[config.mk]
export PLATFORM = sky130hd
export DESIGN_NAME = io_input_conditioner
export DESIGN_NICKNAME = d
export VERILOG_FILES = /design/src/rtl/io_cond_pkg.sv /design/src/rtl/io_debounce_cell.sv /design/src/rtl/io_input_conditioner.sv
export SDC_FILE = /design/constraint.sdc
export NUM_CORES = 1
export LEC_CHECK = 0
export CAP_MARGIN = 40
export CORE_MARGIN = 2
export CORE_UTILIZATION = 50
export CTS_CLUSTER_DIAMETER = 50
export DETAILED_ROUTE_END_ITERATION = 8
export GPL_TIMING_DRIVEN = 0
export PLACE_DENSITY = 0.73
export SYNTH_ARGS = -nofsm -noshare
export SYNTH_HDL_FRONTEND = slang
export SYNTH_HIERARCHICAL = 1
export SYNTH_SLANG_ARGS = --single-unit
[constraint.sdc]
create_clock -name i_clk -period 3.6 [get_ports i_clk]
set_input_delay 0.54 -clock i_clk [delete_from_list [all_inputs] [get_ports i_clk]]
set_output_delay 0.54 -clock i_clk [all_outputs]
set_load 0.1 [all_outputs]
[src/rtl/io_cond_pkg.sv]
// Shared defaults and helpers for the board input conditioner.
package io_cond_pkg;

    localparam int unsigned SAMPLE_CYCLES_1MS = 50000;
    localparam int unsigned STABLE_TICKS_DEF  = 5;

    // Width of a counter that must hold values 0..n inclusive.
    function automatic int unsigned cnt_w(input int unsigned n);
        return $clog2(n + 1);
    endfunction

endpackage

[src/rtl/io_debounce_cell.sv]
// One-bit synchronizer plus tick-sampled debouncer with a registered activation strobe.
module io_debounce_cell
    import io_cond_pkg::*;
#(
    parameter int unsigned SYNC_STAGES  = 2,
    parameter int unsigned STABLE_TICKS = STABLE_TICKS_DEF,
    parameter logic        RST_VAL      = 1'b0
) (
    input  logic i_clk,
    input  logic i_rst_n,
    input  logic i_tick,
    input  logic i_raw,
    output logic o_level,
    output logic o_rise
);

    localparam int unsigned CW = cnt_w(STABLE_TICKS);

    logic [SYNC_STAGES-1:0] sync_q;
    logic                   synced;
    logic                   stable_q, stable_d;
    logic                   rise_q, rise_d;
    logic [CW-1:0]          cnt_q, cnt_d;

    assign synced = sync_q[SYNC_STAGES-1];

    always_ff @(posedge i_clk or negedge i_rst_n) begin
        if (!i_rst_n) begin
            sync_q <= {SYNC_STAGES{RST_VAL}};
        end else begin
            sync_q <= {sync_q[SYNC_STAGES-2:0], i_raw};
        end
    end

    // o_rise marks the move away from the idle (reset) level, whatever its polarity.
    always_comb begin
        stable_d = stable_q;
        cnt_d    = cnt_q;
        rise_d   = 1'b0;
        if (i_tick) begin
            if (synced != stable_q) begin
                if (cnt_q == CW'(STABLE_TICKS - 1)) begin
                    stable_d = ~stable_q;
                    cnt_d    = '0;
                    rise_d   = (stable_q == RST_VAL);
                end else begin
                    cnt_d = cnt_q + CW'(1);
                end
            end else begin
                cnt_d = '0;
            end
        end
    end

    always_ff @(posedge i_clk or negedge i_rst_n) begin
        if (!i_rst_n) begin
            stable_q <= RST_VAL;
            cnt_q    <= '0;
            rise_q   <= 1'b0;
        end else begin
            stable_q <= stable_d;
            cnt_q    <= cnt_d;
            rise_q   <= rise_d;
        end
    end

    assign o_level = stable_q;
    assign o_rise  = rise_q;

endmodule

[src/rtl/io_input_conditioner.sv]
// Conditions raw KEY/SW inputs: synchronize, debounce on a shared tick, latch button presses.
module io_input_conditioner
    import io_cond_pkg::*;
#(
    parameter int unsigned N_BTN          = 4,
    parameter int unsigned N_SW           = 10,
    parameter int unsigned SYNC_STAGES    = 2,
    parameter int unsigned SAMPLE_CYCLES  = SAMPLE_CYCLES_1MS,
    parameter int unsigned STABLE_TICKS   = STABLE_TICKS_DEF,
    parameter bit          BTN_ACTIVE_LOW = 1'b1
) (
    input  logic             i_clk,
    input  logic             i_rst_n,
    input  logic [N_BTN-1:0] i_btn_raw,
    input  logic [N_SW-1:0]  i_sw_raw,
    input  logic [N_BTN-1:0] i_press_clr,
    output logic [N_BTN-1:0] o_btn,
    output logic [N_BTN-1:0] o_btn_pulse,
    output logic [N_BTN-1:0] o_btn_press,
    output logic [N_SW-1:0]  o_sw
);

    localparam int unsigned TW       = (SAMPLE_CYCLES > 1) ? $clog2(SAMPLE_CYCLES) : 1;
    localparam logic        BTN_IDLE = BTN_ACTIVE_LOW;

    logic [TW-1:0]    tick_cnt_q, tick_cnt_d;
    logic             tick;
    logic [N_BTN-1:0] press_q, press_d;
    logic [N_SW-1:0]  sw_rise_unused;

    assign tick = (tick_cnt_q == TW'(SAMPLE_CYCLES - 1));

    always_comb begin
        tick_cnt_d = tick_cnt_q + TW'(1);
        if (tick) begin
            tick_cnt_d = '0;
        end
    end

    always_ff @(posedge i_clk or negedge i_rst_n) begin
        if (!i_rst_n) begin
            tick_cnt_q <= '0;
        end else begin
            tick_cnt_q <= tick_cnt_d;
        end
    end

    for (genvar g = 0; g < N_BTN; g++) begin : gen_btn
        io_debounce_cell #(
            .SYNC_STAGES (SYNC_STAGES),
            .STABLE_TICKS(STABLE_TICKS),
            .RST_VAL     (BTN_IDLE)
        ) u_cell (
            .i_clk  (i_clk),
            .i_rst_n(i_rst_n),
            .i_tick (tick),
            .i_raw  (i_btn_raw[g]),
            .o_level(o_btn[g]),
            .o_rise (o_btn_pulse[g])
        );
    end

    for (genvar g = 0; g < N_SW; g++) begin : gen_sw
        io_debounce_cell #(
            .SYNC_STAGES (SYNC_STAGES),
            .STABLE_TICKS(STABLE_TICKS),
            .RST_VAL     (1'b0)
        ) u_cell (
            .i_clk  (i_clk),
            .i_rst_n(i_rst_n),
            .i_tick (tick),
            .i_raw  (i_sw_raw[g]),
            .o_level(o_sw[g]),
            .o_rise (sw_rise_unused[g])
        );
    end

    // A new press outranks a clear landing in the same cycle.
    always_comb begin
        press_d = (press_q & ~i_press_clr) | o_btn_pulse;
    end

    always_ff @(posedge i_clk or negedge i_rst_n) begin
        if (!i_rst_n) begin
            press_q <= '0;
        end else begin
            press_q <= press_d;
        end
    end

    assign o_btn_press = press_q;

endmodule

==> After elaboration in Yosys (flattened, before gate mapping) <==
Cells that the tools add are included.
{ "totals": {"regBits": 108, "latchBits": 0, "ramBits": 0, "romBits": 0, "in_bits": 20, "output_inout_bits": 22, "wordCells": 164, "n_memories": 0} }
{ "op_classes": {"n_addsub": 15, "mul": 0, "div_mod_pow": 0, "magnitude_cmp": 0, "n_eq_ne": 29, "shifts": 0, "mux": 41, "bitwise_logic": 17, "n_reduce_logical": 14} }
{ "op_table": {"columns": ["operator", "n"], "rows": [
  ["two-way mux 3 bit", 28],
  ["adder 3 x 1 -> 3 bit (second input constant)", 14],
  ["== test 3 bit (second input constant)", 14],
  ["AND reduction 3 bit", 14],
  ["adder 16 x 1 -> 16 bit (second input constant)", 1],
  ["== test 16 bit (second input constant)", 1],
  ["two-way mux 16 bit", 1],
  ["inequality test 1 bit", 14],
  ["inverter 1 bit", 14],
  ["two-way mux 1 bit", 12],
  ["AND 4 bit", 1],
  ["inverter 4 bit", 1],
  ["bitwise OR 4 bit", 1]
]} }

==> Longest topological paths before layout <==
{ "depth": {"depth_word": 4, "depth_mapped": 6} }

==> Hierarchy <==
Netlist, hierarchy kept.
{ "modules_own_cells": {"columns": ["module", "instances", "cells_per_inst", "area_each_um2", "seq_area_each_um2"], "rows": [
  ["io_debounce_cell at gen_sw[0].u_cell ...", 10, 24, 307.8, 175.2],
  ["io_debounce_cell at gen_btn[0].u_cell ...", 4, 24, 311.5, 178.9],
  ["io_input_conditioner", 1, 83, 910.9, 500.5]
]} }

==> Least setup slack after synthesis <==
No wires, ideal clock.
{ "synth_timing": {"path_kind": "flip-flop to flip-flop", "startpoint": "register tick_cnt_q[4]", "endpoint": "register gen_sw[0].u_cell.stable_q", "arrival_ns": 3.446, "required_ns": 3.474, "slack_ns": 0.029, "stages_incl_launch_ff": 7, "path_buffers": 0, "synth_period_minus_slack_ns": 3.571, "cell_sequence": "dfrtp_1 -> nor2_1 -> nand3_1 -> nor4_1 -> and3_1 -> nand3_2 -> mux2_4"} }
{ "synth_via": {"elab_chain_cells": 2} }
{ "synth_rtl": {"columns": ["element", "line", "text"], "rows": [
  ["start: declaration", "io_input_conditioner.sv:26", "logic [TW-1:0] tick_cnt_q, tick_cnt_d;"],
  ["start signal: assignment", "io_input_conditioner.sv:44", "tick_cnt_q <= tick_cnt_d;"],
  ["== test 16 bit", "io_input_conditioner.sv:31", "assign tick = (tick_cnt_q == TW'(SAMPLE_CYCLES - 1));"],
  ["via tick", "io_input_conditioner.sv:27", "logic tick;"],
  ["AND reduction 3 bit (no line)", null, null],
  ["end signal: assignment", "io_debounce_cell.sv:61", "stable_q <= stable_d;"],
  ["end: declaration", "io_debounce_cell.sv:21", "logic stable_q, stable_d;"]
]} }
The timed path passes the listed nets, and every way through them passes these cells.
A chain may end at the register's enable or synchronous reset.

==> Final worst setup path <==
{ "layout_timing": {"startpoint": "register gen_btn[0].u_cell.stable_q", "endpoint": "output port o_btn[0]"} }
{ "layout_lines": {"columns": ["element", "line", "text"], "rows": [
  ["start: declaration", "io_debounce_cell.sv:21", null],
  ["start signal: assignment", "io_debounce_cell.sv:61", null],
  ["end: declaration", "io_input_conditioner.sv:17", "output logic [N_BTN-1:0] o_btn,"]
]} }
No word-level cell between the ends.

==> results.tsv <==
metric	value	unit
cts-resized-gates	0	
area_growth	24.7	%
grt-ovfl-total	0	
die_x	103	microns
finalClockSkew	10.1	ps
relSlewSlack	59.6	%
syn-cell-area	4910	sq um
seq_area	2720	sq um
timing.final.max_slew_violations	0	
cts_tree	yes	
clk_pin_slew	100	ps
gp_congestion	0.797	
postLayoutCoreUtil	63.5	%
postRouteWirelength	7900	microns
final_area	6120	sq um
hpwl	5290	microns
synthCells	399	
cp-end-kind	primary output	
initial_utilization	50.9	%
dr.pass1.iters	4	
grt_usage	16.9	%
htreeDepth	3	
startpoint_type	register	
nNetsFinal	524	
cts_buffers	9	
powerDensity	349	nW/um^2
clk_latency	370	ps
dpl_cell_area	5890	sq um
rows	36	
finalHoldViolations	0	
num_antenna_cells	0	
hp-class	primary input to async pin	
rsz0062_at_grt	no	
synth_area_per_cell	12.3	sq um
path_max_fanout	4	
fin_crit	2220	ps
core_area	9640	sq um
mostFrequentLayoutCells	96 x dfrtp_1, 40 x clkdlybuf4s50_1, 33 x inv_1	
clock_path_buffers	2	
ant_nets	0	
drive_gt1_share	17.5	%
nFillCells	755	
status	completed	
drt_iter0_drc	177	
hold_buffers	0	
ctsRootBufferMaster	clkbuf_8	
worst_pin_slew	606	ps
dieArea	10600	sq um
vias_per_cell	5.08	
p_leak	2.77	nW
drc	0	
clock-sinks	108	
max_cap_viol_count	0	
vias	3116	
grt_max_degree	93	
setup_viol	0	
synth_nets	448	
multi_input_area	2070	sq um
fmax	450	MHz
antenna_found_initial	0	
worstPathArrival	1680	ps
irDropWorstVdd	273	uV
grt_pass1_wl	13900	microns
yosysWarningCount	6	
fp.dieH	103	microns
portBuffers	41	
period_share	61.8	%
final_common_cell	dfrtp_1	
path_class	register to primary output	
io-pin-count	42	
first_global_vias	3182	
post_cts_buffers	0	
worstPathRequired	3060	ps
wire_per_inst	12.9	microns
==> per-stage QoR <==
step | hold slack, ps | cells | setup slack, ps | total power (W) | setup TNS, ps
3_5_place_dp | 335 | 597 | 1410 | 0.00133 | 0
3_3_place_gp | 333 | 573 | -2070 | 0.00132 | -239750
4_1_cts | 176 | 613 | 1350 | 0.00217 | 0
5_1_grt | 202 | 613 | 1160 | 0.00223 | 0
2_1_floorplan | 244 | 399 | 72.1 | 0.00127 | 0
6_report | 173 | 613 | 1380 | 0.00213 | 0
==> final cells by class <==
class,instances,area share (%)
clock buffer,11,2.47
sequential,108,44.4
multi-input combinational,258,33.9
inverter,33,2.02
tap,133,2.72
timing repair buffer,65,13.2
clock inverter,5,1.35
==> routing by layer <==
metal / GRT usage (%) / part of all wire (%)
met2: 29.1 / 50
met3: 5.56 / 3.4
met5: 0 / 0
met4: 5.16 / 1.2
met1: 20.3 / 45
==> worst paths after layout <==
check	start	endpoint	slack, ps	depth (start not counted)
worst min-delay path	i_rst_n	gen_sw[4].u_cell/o_level$_DFFE_PN0P_	170	1
worst max-delay path	gen_btn[0].u_cell/o_level$_DFFE_PN1P_	o_btn[0]	1380	2
min in group i_clk	gen_sw[8].u_cell/sync_q[0]$_DFF_PN0_	gen_sw[8].u_cell/sync_q[1]$_DFF_PN0_	360	0
worst max register to register	tick_cnt_q[4]$_DFF_PN0_	gen_sw[1].u_cell/o_level$_DFFE_PN0P_	1390	7
worst min register to register	gen_sw[8].u_cell/sync_q[0]$_DFF_PN0_	gen_sw[8].u_cell/sync_q[1]$_DFF_PN0_	360	0
max in group asynchronous	i_rst_n	gen_btn[0].u_cell/sync_q[1]$_DFF_PN1_	2660	2
==> registers in the layout (all words and copies together) (netlist names) <==
register	cells
gen_btn.u_cell/o_rise	4
gen_btn.u_cell/o_level	4
tick_cnt_q	16
gen_btn.u_cell/cnt_q	12
gen_sw.u_cell/cnt_q	30
o_btn_press	4
gen_btn.u_cell/sync_q	8
gen_sw.u_cell/sync_q	20
gen_sw.u_cell/o_level	10
==> critical path, cell delays in order, from the launching register on <==
cell,delay (ps)
dfstp_2,580
clkdlybuf4s50_1,530
buf_8,200
==> power by group <==
| group | total [W] | switching (W) | internal [W] |
|---|---|---|---|
| combinational | 0.0000608 | 0.0000340 | 0.0000269 |
| sequential | 0.00124 | 0.00000834 | 0.00123 |
| clock | 0.000833 | 0.000400 | 0.000432 |
No activity file was read; power rests on OpenSTA's default activity.
